File: src/rtl/pipe_ctrl_pkg.sv
// Shared types and constants for the openMIPS pipeline control unit.
// Holds the flush FSM state encoding and the pipeline stage index map.
package pipe_ctrl_pkg;

  typedef enum logic {
    PC_IDLE  = 1'b0,
    PC_FLUSH = 1'b1
  } state_e;

  localparam int STG_PC  = 0;
  localparam int STG_IF  = 1;
  localparam int STG_ID  = 2;
  localparam int STG_EX  = 3;
  localparam int STG_MEM = 4;
  localparam int STG_WB  = 5;

  localparam int DEF_NUM_STAGES = 6;
  localparam int DEF_PC_W       = 32;

endpackage

File: src/rtl/pipe_ctrl_if.sv
// Request/response bundle between the pipeline datapath (master) and pipe_ctrl (slave).
interface pipe_ctrl_if #(
  parameter int NUM_STAGES = 6,
  parameter int PC_W       = 32
);

  logic [NUM_STAGES-1:0] stallreq;
  logic                  flush_req;
  logic [PC_W-1:0]       flush_pc;
  logic [NUM_STAGES-1:0] stall;
  logic                  flush;
  logic [PC_W-1:0]       new_pc;
  logic                  stall_timeout;
  logic [31:0]           stall_cycles;

  modport master (
    output stallreq, flush_req, flush_pc,
    input  stall, flush, new_pc, stall_timeout, stall_cycles
  );

  modport slave (
    input  stallreq, flush_req, flush_pc,
    output stall, flush, new_pc, stall_timeout, stall_cycles
  );

endinterface

File: src/rtl/pipe_ctrl_stall_merge.sv
// Suffix-OR of per-stage stall requests: a stalling stage also holds every
// register upstream of it.
module stall_merge #(
  parameter int N = 6
) (
  input  logic [N-1:0] req,
  output logic [N-1:0] hold
);

  logic acc;

  // NOTE: every variable written in always_comb gets a default first, so no path can infer a latch.
  always_comb begin
    acc  = 1'b0;
    hold = '0;
    for (int i = N - 1; i >= 0; i--) begin
      acc     = acc | req[i];
      hold[i] = acc;
    end
  end

endmodule

File: src/rtl/pipe_ctrl.sv
// Pipeline control: stall merge, flush/redirect FSM and consecutive-stall watchdog.
// Define PIPE_CTRL_PERF_CNT_EN to build the saturating stall_cycles counter.
module pipe_ctrl
  import pipe_ctrl_pkg::*;
#(
  parameter int NUM_STAGES    = DEF_NUM_STAGES,
  parameter int PC_W          = DEF_PC_W,
  parameter int TIMEOUT_W     = 8,
  parameter int STALL_TIMEOUT = 200   // legal range 1 .. 2**TIMEOUT_W-1
) (
  input  logic         clk,
  input  logic         rst,
  pipe_ctrl_if.slave   bus
);

  localparam logic [TIMEOUT_W-1:0] TIMEOUT_VAL = TIMEOUT_W'(STALL_TIMEOUT);

  state_e                state_q, state_d;
  logic [PC_W-1:0]       pc_q;
  logic [TIMEOUT_W-1:0]  run_q;
  logic [NUM_STAGES-1:0] merged;
  logic [NUM_STAGES-1:0] stall_w;
  logic                  flush_w;
  logic [PC_W-1:0]       new_pc_w;
  logic                  counting;

  stall_merge #(.N(NUM_STAGES)) u_stall_merge (
    .req  (bus.stallreq),
    .hold (merged)
  );

  // NOTE: sequential state uses non-blocking assignments so every register samples pre-edge values.
  always_ff @(posedge clk) begin
    if (rst) begin
      state_q <= PC_IDLE;
      pc_q    <= '0;
    end else begin
      state_q <= state_d;
      // Any accepted request (first or back-to-back) retargets the redirect.
      if (bus.flush_req) pc_q <= bus.flush_pc;
    end
  end

  always_comb begin
    state_d  = state_q;
    flush_w  = 1'b0;
    new_pc_w = '0;
    stall_w  = merged;
    unique case (state_q)
      PC_IDLE: begin
        if (bus.flush_req) state_d = PC_FLUSH;
      end
      PC_FLUSH: begin
        flush_w  = 1'b1;
        new_pc_w = pc_q;
        stall_w  = '0;
        state_d  = bus.flush_req ? PC_FLUSH : PC_IDLE;
      end
      default: state_d = PC_IDLE;
    endcase
    if (rst) stall_w = '0;
  end

  // Watchdog run length; saturates so the timeout level holds until release.
  assign counting = stall_w[STG_PC] & ~flush_w;

  always_ff @(posedge clk) begin
    if (rst || !counting) begin
      run_q <= '0;
    end else if (run_q != TIMEOUT_VAL) begin
      run_q <= run_q + 1'b1;
    end
  end

  assign bus.stall         = stall_w;
  assign bus.flush         = flush_w;
  assign bus.new_pc        = new_pc_w;
  assign bus.stall_timeout = (run_q == TIMEOUT_VAL) & stall_w[STG_PC];

`ifdef PIPE_CTRL_PERF_CNT_EN
  logic [31:0] perf_q;

  always_ff @(posedge clk) begin
    if (rst) begin
      perf_q <= '0;
    end else if (counting && (perf_q != 32'hFFFF_FFFF)) begin
      perf_q <= perf_q + 32'd1;
    end
  end

  assign bus.stall_cycles = perf_q;
`else
  assign bus.stall_cycles = 32'd0;
`endif

endmodule
File: src/flat_wrapper.sv
// flat-port wrapper written by rule: the top's interface ports become plain ports
module pipe_ctrl_flat import pipe_ctrl_pkg::*;
#(
  parameter int NUM_STAGES    = DEF_NUM_STAGES,
  parameter int PC_W          = DEF_PC_W,
  parameter int TIMEOUT_W     = 8,
  parameter int STALL_TIMEOUT = 200                                     
)
  (clk, rst, bus_stallreq, bus_flush_req, bus_flush_pc, bus_stall, bus_flush, bus_new_pc, bus_stall_timeout, bus_stall_cycles);
  pipe_ctrl_if #(.NUM_STAGES(NUM_STAGES), .PC_W(PC_W)) bus_i ();
  input  logic clk;
  input  logic rst;
  input wire logic [$bits(bus_i.stallreq)-1:0] bus_stallreq;
  input wire logic [$bits(bus_i.flush_req)-1:0] bus_flush_req;
  input wire logic [$bits(bus_i.flush_pc)-1:0] bus_flush_pc;
  output wire logic [$bits(bus_i.stall)-1:0] bus_stall;
  output wire logic [$bits(bus_i.flush)-1:0] bus_flush;
  output wire logic [$bits(bus_i.new_pc)-1:0] bus_new_pc;
  output wire logic [$bits(bus_i.stall_timeout)-1:0] bus_stall_timeout;
  output wire logic [$bits(bus_i.stall_cycles)-1:0] bus_stall_cycles;
  assign bus_i.stallreq = bus_stallreq;
  assign bus_i.flush_req = bus_flush_req;
  assign bus_i.flush_pc = bus_flush_pc;
  assign bus_stall = bus_i.stall;
  assign bus_flush = bus_i.flush;
  assign bus_new_pc = bus_i.new_pc;
  assign bus_stall_timeout = bus_i.stall_timeout;
  assign bus_stall_cycles = bus_i.stall_cycles;
  pipe_ctrl #(.NUM_STAGES(NUM_STAGES), .PC_W(PC_W), .TIMEOUT_W(TIMEOUT_W), .STALL_TIMEOUT(STALL_TIMEOUT)) u_core (.clk(clk), .rst(rst), .bus(bus_i));
endmodule
File: config.mk
export PLATFORM = sky130hd
export DESIGN_NAME = pipe_ctrl_flat
export DESIGN_NICKNAME = d
export VERILOG_FILES = /design/src/rtl/pipe_ctrl_pkg.sv /design/src/rtl/pipe_ctrl_if.sv /design/src/rtl/pipe_ctrl_stall_merge.sv /design/src/rtl/pipe_ctrl.sv /design/src/flat_wrapper.sv
export SDC_FILE = /design/constraint.sdc
export NUM_CORES = 1
export LEC_CHECK = 0
export CAP_MARGIN = 20
export CORE_UTILIZATION = 43
export CTS_BUF_LIST = sky130_fd_sc_hd__clkbuf_4
export CTS_CLUSTER_DIAMETER = 150
export DETAILED_ROUTE_END_ITERATION = 16
export HOLD_SLACK_MARGIN = 0.06
export PLACE_DENSITY = 0.88
export SLEW_MARGIN = 15
export SYNTH_ARGS = -nofsm -noshare
export SYNTH_HDL_FRONTEND = slang
export SYNTH_SLANG_ARGS = --single-unit
File: constraint.sdc
create_clock -name clk -period 2.8 [get_ports clk]
set_input_delay 0.28 -clock clk [delete_from_list [all_inputs] [get_ports clk]]
set_output_delay 0.28 -clock clk [all_outputs]
set_load 0.02 [all_outputs]
# Word level (Yosys, flattened, before mapping)
# Cells that the tools add are included.
# op_classes
add_sub_neg,1
n_eq_ne,2
mux,5
n_bitwise,8
n_reduce_logical,2
# ops
cell,count
two-way mux 32 bit,1
two-way mux 6 bit,2
"adder 8 x 1 -> 8 bit, second input constant",1
"equality test 8 bit, second input constant",1
"inequality test 8 bit, second input constant",1
OR 1 bit,5
AND 1 bit,2
two-way mux 1 bit,2
zero test 1 bit,1
logical OR 1 bit,1
inverter 1 bit,1
# totals
ff_bits,41
inputBits,41
output_inout_bits,72
wordCells,21

# Depth between registers and ports, before layout
# Gate-level depths: netlist of run 1.
# depth
ltp_word,10
ltp_mapped,5

# Hierarchy
# Synthesis of run 1 repeated with hierarchy kept, for this count alone.
# hier_totals
hier_cells,233
area_unflattened_um2,2083.2
# modules_own_cells
module,n_inst,cells_each,area_per_inst_um2
pipe_ctrl,1,226,2030.7
stall_merge,1,7,52.6

# Least setup slack after synthesis of run 1
# No wires, ideal clock.
# synth_timing
path_kind,register to output
start,reg u_core.run_q[0]
end,out bus_stall_timeout
arrival_ps,1479
required_ps,2520
slack_ps,1041
stages_incl_launch_ff,5
n_path_buf,0
path_cell_list,dfxtp_1 -> inv_1 -> ha_1 -> or4bb_1 -> nor3_1
# synth_between
elab_chain_cells,2
# synth_rtl
element,line_no,source
start: declaration,pipe_ctrl.sv:20,logic [TIMEOUT_W-1:0] run_q;
start signal: assignment,pipe_ctrl.sv:71,run_q <= run_q + 1'b1;
equality test 8 bit,pipe_ctrl.sv:78,assign bus.stall_timeout = (run_q == TIMEOUT_VAL) & stall_w[STG_PC];
AND 1 bit,pipe_ctrl.sv:78,
end: declaration,flat_wrapper.sv:19,output wire logic [$bits(bus_i.stall_timeout)-1:0] bus_stall_timeout;
# Every way passes these cells.

# Worst setup path after layout of run 1
# Same ends and word-level chain as after synthesis.

==> metrics.txt, run 1 <==
cts repair resizes=0; Crit path largest cell delay=650 ps; drt initial violations=77; Mean Syn Cell Area=9.07 µm²; Hold/Removal Path Class=register to register; WS Path Type=register to output pin; wirelength, routed=roughly 4400 µm; GRT Total Usage=17.5%; RSZ-0062 raised after global routing=no; status=finished, violations left; WP data required=2520 ps; Rel. slew slack=37.0%; WHS=495 ps; Die X-Extent=71.4 µm; Final Hold Viols=0; # clock sinks=41; maxcap violations=0; DIE AREA=between 5000 and 6000 µm²; slowest cell on the critical path=clkdlybuf4s50_1; top post-synthesis cells by area=dfxtp_1, mux2i_1, buf_4, and2_1, nor2_1; Synth Instances=228; multi-input logic area=1060 µm²; setup TNS=0 ps; most common cell after layout, fill and taps aside=clkdlybuf4s50_1; CP endpoint kind=output pin; Distinct cells, synth=30; nets=350; n_diodes=0; Critical Path Source Type=register; Slew @ Worst Pin=945 ps; clock root buffer=clkbuf_4; Starting Density=46.2%; Inst Count DP=352; Cell Area, Synth=2070 µm²; Period minus WS final=roughly 2600 ps; total grt overflow=0; failing checks=DRC; Slew Limit Fails=0; crit path buf inv count=2; #FFs+latches synth=41; CTS Buf Count=5; layout cells sized above 1=under 10%; YS warnings=0; clk_lat worst skew=330 ps; fin cells=359; core region area=approximately 4500 µm²; final count of negative-setup-slack endpoints=0; pin count of the biggest net entering global routing=34; routed vias/inst=about 4.6; H-tree depth=2; post-route antenna net violation count=0; fill count=389; drt drc=9; Die H=about 70 µm; sequential share of the synthesized area=a little under 40%; setup bufs post-CTS=0; Final Wtd Congestion=0.991; # hold bufs at CTS=0; Lkg Pwr=about 1.2 nW; DR WL/cell=12.2 µm; period utilisation layout=92.0%; critical path fanouts, max=6; CTS tree=built; Arr. time, crit path=2300 ps; PortBufs=80; clock slew at reported path FFs=110 ps; Max VDD drop=0.240 mV; Top Family by Delay on Critical Path=buffers and inverters; fmax=388 MHz; Max Root-Sink Buffers=2; number of global-route vias before repair=1,582; Power Dens Cells=408 nW/µm²; Ports=approximately 110; Pre-antenna DRT Iters=10; initial antenna violation count=0; HPWL Detailed=about 3100 µm; Yosys top cell by area=dfxtp_1; # rows=24; cell area after placement=2790 µm²; area grow syn2layout=37.3%; Reg area=821 µm²; vias post-DR=1,667; Yosys top cell area share=just under 40%; design area=2840 µm²; global-route wire length before repair=7020 µm; most frequent cells in the layout=clkdlybuf4s50_1, dfxtp_1, nor2_1; worst-case clock skew=7.42 ps; CP Cell Sequence=inv_1, ha_1, or4bb_1, nor3_1, clkdlybuf4s50_1
-- cell families after synthesis --
| logic type | Yosys count | share of synthesized area [%] |
|---|---|---|
| compound gates | 14 | 4.96 |
| simple gates | 88 | 22.7 |
| flops | 41 | 39.7 |
| fa+ha+maj | 2 | 1.21 |
| xor+xnor | 3 | 1.27 |
| other cells | 1 | 0.181 |
| mux | 32 | 15.5 |
| buf+inv | 47 | 14.5 |
-- Yosys cell counts --
cell / n
nor2_1: 35
o41ai_4: 1
or3_4: 1
ha_1: 2
and2_2: 1
nand3_1: 5
conb_1: 1
buf_4: 32
or4bb_1: 1
nor3_1: 3
buf_2: 3
o21a_1: 2
and2_1: 33
dfxtp_1: 41
or3_1: 3
xnor2_1: 1
xor2_1: 2
and3b_1: 1
a21o_1: 1
a211oi_1: 1
mux2i_1: 32
nand3b_1: 1
inv_1: 4
nand4_1: 1
nor2b_1: 1
a21oi_1: 5
o21ai_0: 4
clkbuf_1: 8
nor4bb_1: 1
nand2_1: 1
-- flip-flops by register name, summed over array words and instances (netlist names) --
name            cells
u_core.pc_q        32
u_core.run_q        8
u_core.state_q      1
-- layer usage --
| layer | GRT usage (%) | vias up | share of wire [%] |
|---|---|---|---|
| li1 | - | 841 | - |
| met5 | 0 | - | 0 |
| met2 | 32.5 | 67 | 49 |
| met3 | 5.77 | 6 | 7.6 |
| met1 | 18.9 | 753 | 42 |
| met4 | 4.89 | 0 | 0.87 |
-- path summary, 6_finish.rpt --
| kind | from | end | slack [ps] | cells past startpoint |
|---|---|---|---|---|
| min reg2reg | u_core.pc_q[27] | u_core.pc_q[27] | 500 | 2 |
| max reg2reg | u_core.run_q[0] | u_core.run_q[1] | 1320 | 5 |
| min | u_core.pc_q[27] | u_core.pc_q[27] | 500 | 2 |
| max | u_core.run_q[0] | bus_stall_timeout | 220 | 5 |
-- power breakdown --
part           internal (mW)  switching, mW
Combinational          0.124          0.131
Clock                  0.101          0.172
Sequential             0.614         0.0157
-- worst reg2reg max path, delay by kind of cell, from the launching register on --
| kind | cells | cell delay, ps |
|---|---|---|
| simple gates | 1 | 440 |
| flops | 1 | 370 |
| fa+ha+maj | 1 | 160 |
| compound gates | 2 | 310 |
| buf+inv | 1 | 100 |
-- layout make-up --
type                            instances  area share (%)
Inverter                                4           0.529
Multi-Input combinational cell        171            37.5
Tap cell                               52            2.29
Timing Repair Buffer                   84            29.1
Sequential cell                        41            28.9
Clock buffer                            6            1.59
Clock inverter                          1           0.132
-- metrics by stage --
stage	utilization, %	power (mW)	worst slack, ps
floorplan	-	0.819	1040
global placement	62.4	0.892	470
detailed placement	62.4	0.899	467
CTS	63.5	1.18	208
global route	63.5	1.22	54.8
finish	63.5	1.16	224
No activity file was read; power rests on OpenSTA's default activity.
==> inputs of run 2 (changes only) <==
--- a/config.mk
+++ b/config.mk
@@ -11,7 +11,8 @@
 export CTS_CLUSTER_DIAMETER = 150
 export DETAILED_ROUTE_END_ITERATION = 16
 export HOLD_SLACK_MARGIN = 0.06
-export PLACE_DENSITY = 0.88
+export PLACE_DENSITY = 0.9
+export RECOVER_POWER = 100
 export SLEW_MARGIN = 15
 export SYNTH_ARGS = -nofsm -noshare
 export SYNTH_HDL_FRONTEND = slang
==> run 2 against run 1 <==
  * The flow finishes with violations (DRC, capacitance limit, slew limit)
  * Clock-buffer cell count stayed put
  * Largest power group unchanged
  * Design area is 0.31% lower
  * Critical path type is now input pin to output pin
  * Clock power is 40% higher
  * Sequential share of layout area is 0.089 points higher
  * Clock skew is 3.6 ps lower
  * Global-route usage is 0.11 points lower
  * Final cell count stayed put
  * Critical endpoint unchanged
  * Die area stayed put
==> metrics.txt, run 2 (synthesized netlist as in run 1, its figures left out) <==
crit path to=bus_stall_timeout; hold_sp=u_core.pc_q[0]; Reg area=821 µm² (unchanged); drt drc=9 (unchanged); FF-to-FF Start=u_core.run_q[0]; core region area=4470 µm² (unchanged); DR WL/cell=12.0 µm (-1.7%); Largest Register=u_core.pc_q; DIE AREA=5090 µm² (unchanged); layout cells sized above 1=3.26% (-1.3 points); GRT Total Usage=17.4% (-0.11 points); PortBufs=80 (unchanged); pin count of the biggest net entering global routing=34 (unchanged); worst-case clock skew=3.78 ps (-3.64 ps); Rel. slew slack=-50.8% (-88 points); drt initial violations=55 (-29%); Arr. time, crit path=2250 ps (-50 ps); cts repair resizes=0 (unchanged); Die X-Extent=71.4 µm (unchanged); Period minus WS final=2530 ps (-48.6 ps); wirelength, routed=4290 µm (-1.7%); status=finished, violations left; nets=349 (-0.29%); Regs by FF count=u_core.pc_q x32, u_core.run_q x8, u_core.state_q x1; WP data required=2520 ps (about the same); failing checks=DRC, capacitance limit, slew limit; Max Root-Sink Buffers=2 (unchanged); multi-input logic area=1040 µm² (-2.2%); Crit path largest cell delay=560 ps (-90 ps); vias post-DR=1,656 (-0.66%); Max VDD drop=0.267 mV (+11%); slowest cell on the critical path=clkdlybuf4s50_1; max reg flops=32 (unchanged); routed vias/inst=4.61 (-0.66%); fmax=396 MHz (+1.9%); number of global-route vias before repair=1,575 (-0.44%); Die H=71.4 µm (unchanged); clock root buffer=clkbuf_4; post-route antenna net violation count=0 (unchanged); most frequent cells in the layout=clkdlybuf4s50_1, dfxtp_1, dlygate4sd3_1; n_diodes=0 (unchanged); fill count=404 (+3.9%); RR Endpoint=u_core.run_q[0]; clk_lat worst skew=330 ps (about the same); CP Cell Sequence=clkdlybuf4s50_1, or3_1, o41ai_1, nor3_1, clkdlybuf4s50_1; global-route wire length before repair=6860 µm (-2.3%); setup TNS=0 ps (unchanged); Worst path most repeated cell=clkdlybuf4s50_1; clock slew at reported path FFs=120 ps (about the same); Lkg Pwr=1.33 nW (+8.7%); Pre-antenna DRT Iters=10 (unchanged); Slew Limit Fails=34 (+34); r2r worst-path depth=5 (unchanged); area grow syn2layout=36.8%; period utilisation layout=90.3% (-1.7 points); # clock sinks=41 (unchanged); H-tree depth=2 (unchanged); Starting Density=46.2% (unchanged); crit path from=bus_stallreq[4]; maxcap violations=1 (+1); Slew @ Worst Pin=2260 ps (+1320 ps); CP endpoint kind=output pin; CTS tree=built; R2R Setup Slk=1330 ps (about the same); WS Path Type=input pin to output pin; CTS Buf Count=5 (unchanged); RSZ-0062 raised after global routing=no; Power Dens Cells=444 nW/µm² (+8.7%); # rows=24 (unchanged); Hold/Removal Path Class=register to register; total grt overflow=0 (unchanged); Final Wtd Congestion=0.863 (-13%); HPWL Detailed=3120 µm (about the same); setup bufs post-CTS=0 (unchanged); most common cell after layout, fill and taps aside=clkdlybuf4s50_1; initial antenna violation count=0 (unchanged); critical path fanouts, max=3 (-3); final count of negative-setup-slack endpoints=0 (unchanged); Final Hold Viols=0 (unchanged); Ports=113 (unchanged); # hold bufs at CTS=0 (unchanged); Core Util, Final=63.3% (-0.20 points); Critical Path Source Type=input pin
-- run 2: critical path, delay by kind of cell --
kind            cells  cell delay, ps
buf+inv             2             980
simple gates        2             530
compound gates      1             450
-- run 2: final cells by class --
class / instances / share of cell area, %
Inverter: 4 / 0.531
Sequential cell: 41 / 29.0
Timing Repair Buffer: 83 / 28.6
Clock inverter: 2 / 1.19
Clock buffer: 6 / 1.59
Multi-Input combinational cell: 171 / 36.7
Tap cell: 52 / 2.30
-- run 2: how the worst min path moves through the flow --
stage                      endpoint  slack, ps  cells after the start
floorplan            u_core.pc_q[0]        430                      2
global placement    u_core.pc_q[16]        460                      2
detailed placement   u_core.pc_q[0]        470                      2
CTS                  u_core.pc_q[0]        500                      2
global route         u_core.pc_q[0]        530                      2
finish               u_core.pc_q[0]        490                      2
-- run 2: layer usage --
metal / vias to the layer above / part of all wire (%) / track usage [%]
li1: 835 / - / -
met1: 746 / 43 / 20.0
met2: 69 / 48 / 30.5
met3: 6 / 7.0 / 4.36
met4: 0 / 1.5 / 7.78
met5: - / 0 / 0
-- run 2: stage by stage --
| stage | instance area [µm²] | hold slack [ps] | power (mW) | std cells | setup slack (ps) |
|---|---|---|---|---|---|
| 6_report | 2830 | 494 | 1.26 | 359 | 272 |
| 2_1_floorplan | 2180 | 427 | 0.819 | 259 | 1040 |
| 5_1_grt | 2830 | 529 | 1.32 | 359 | 92.1 |
| 3_3_place_gp | 2780 | 463 | 0.892 | 351 | 424 |
| 3_5_place_dp | 2780 | 473 | 0.896 | 351 | 404 |
| 4_1_cts | 2860 | 502 | 1.28 | 359 | 244 |
-- run 2: power breakdown --
group / switching, mW / internal (mW) / leakage [nW]
registers: 0.0158 / 0.614 / 0.338
logic: 0.128 / 0.116 / 0.946
clock network: 0.186 / 0.196 / 0.0433
total: 0.329 / 0.926 / 1.33
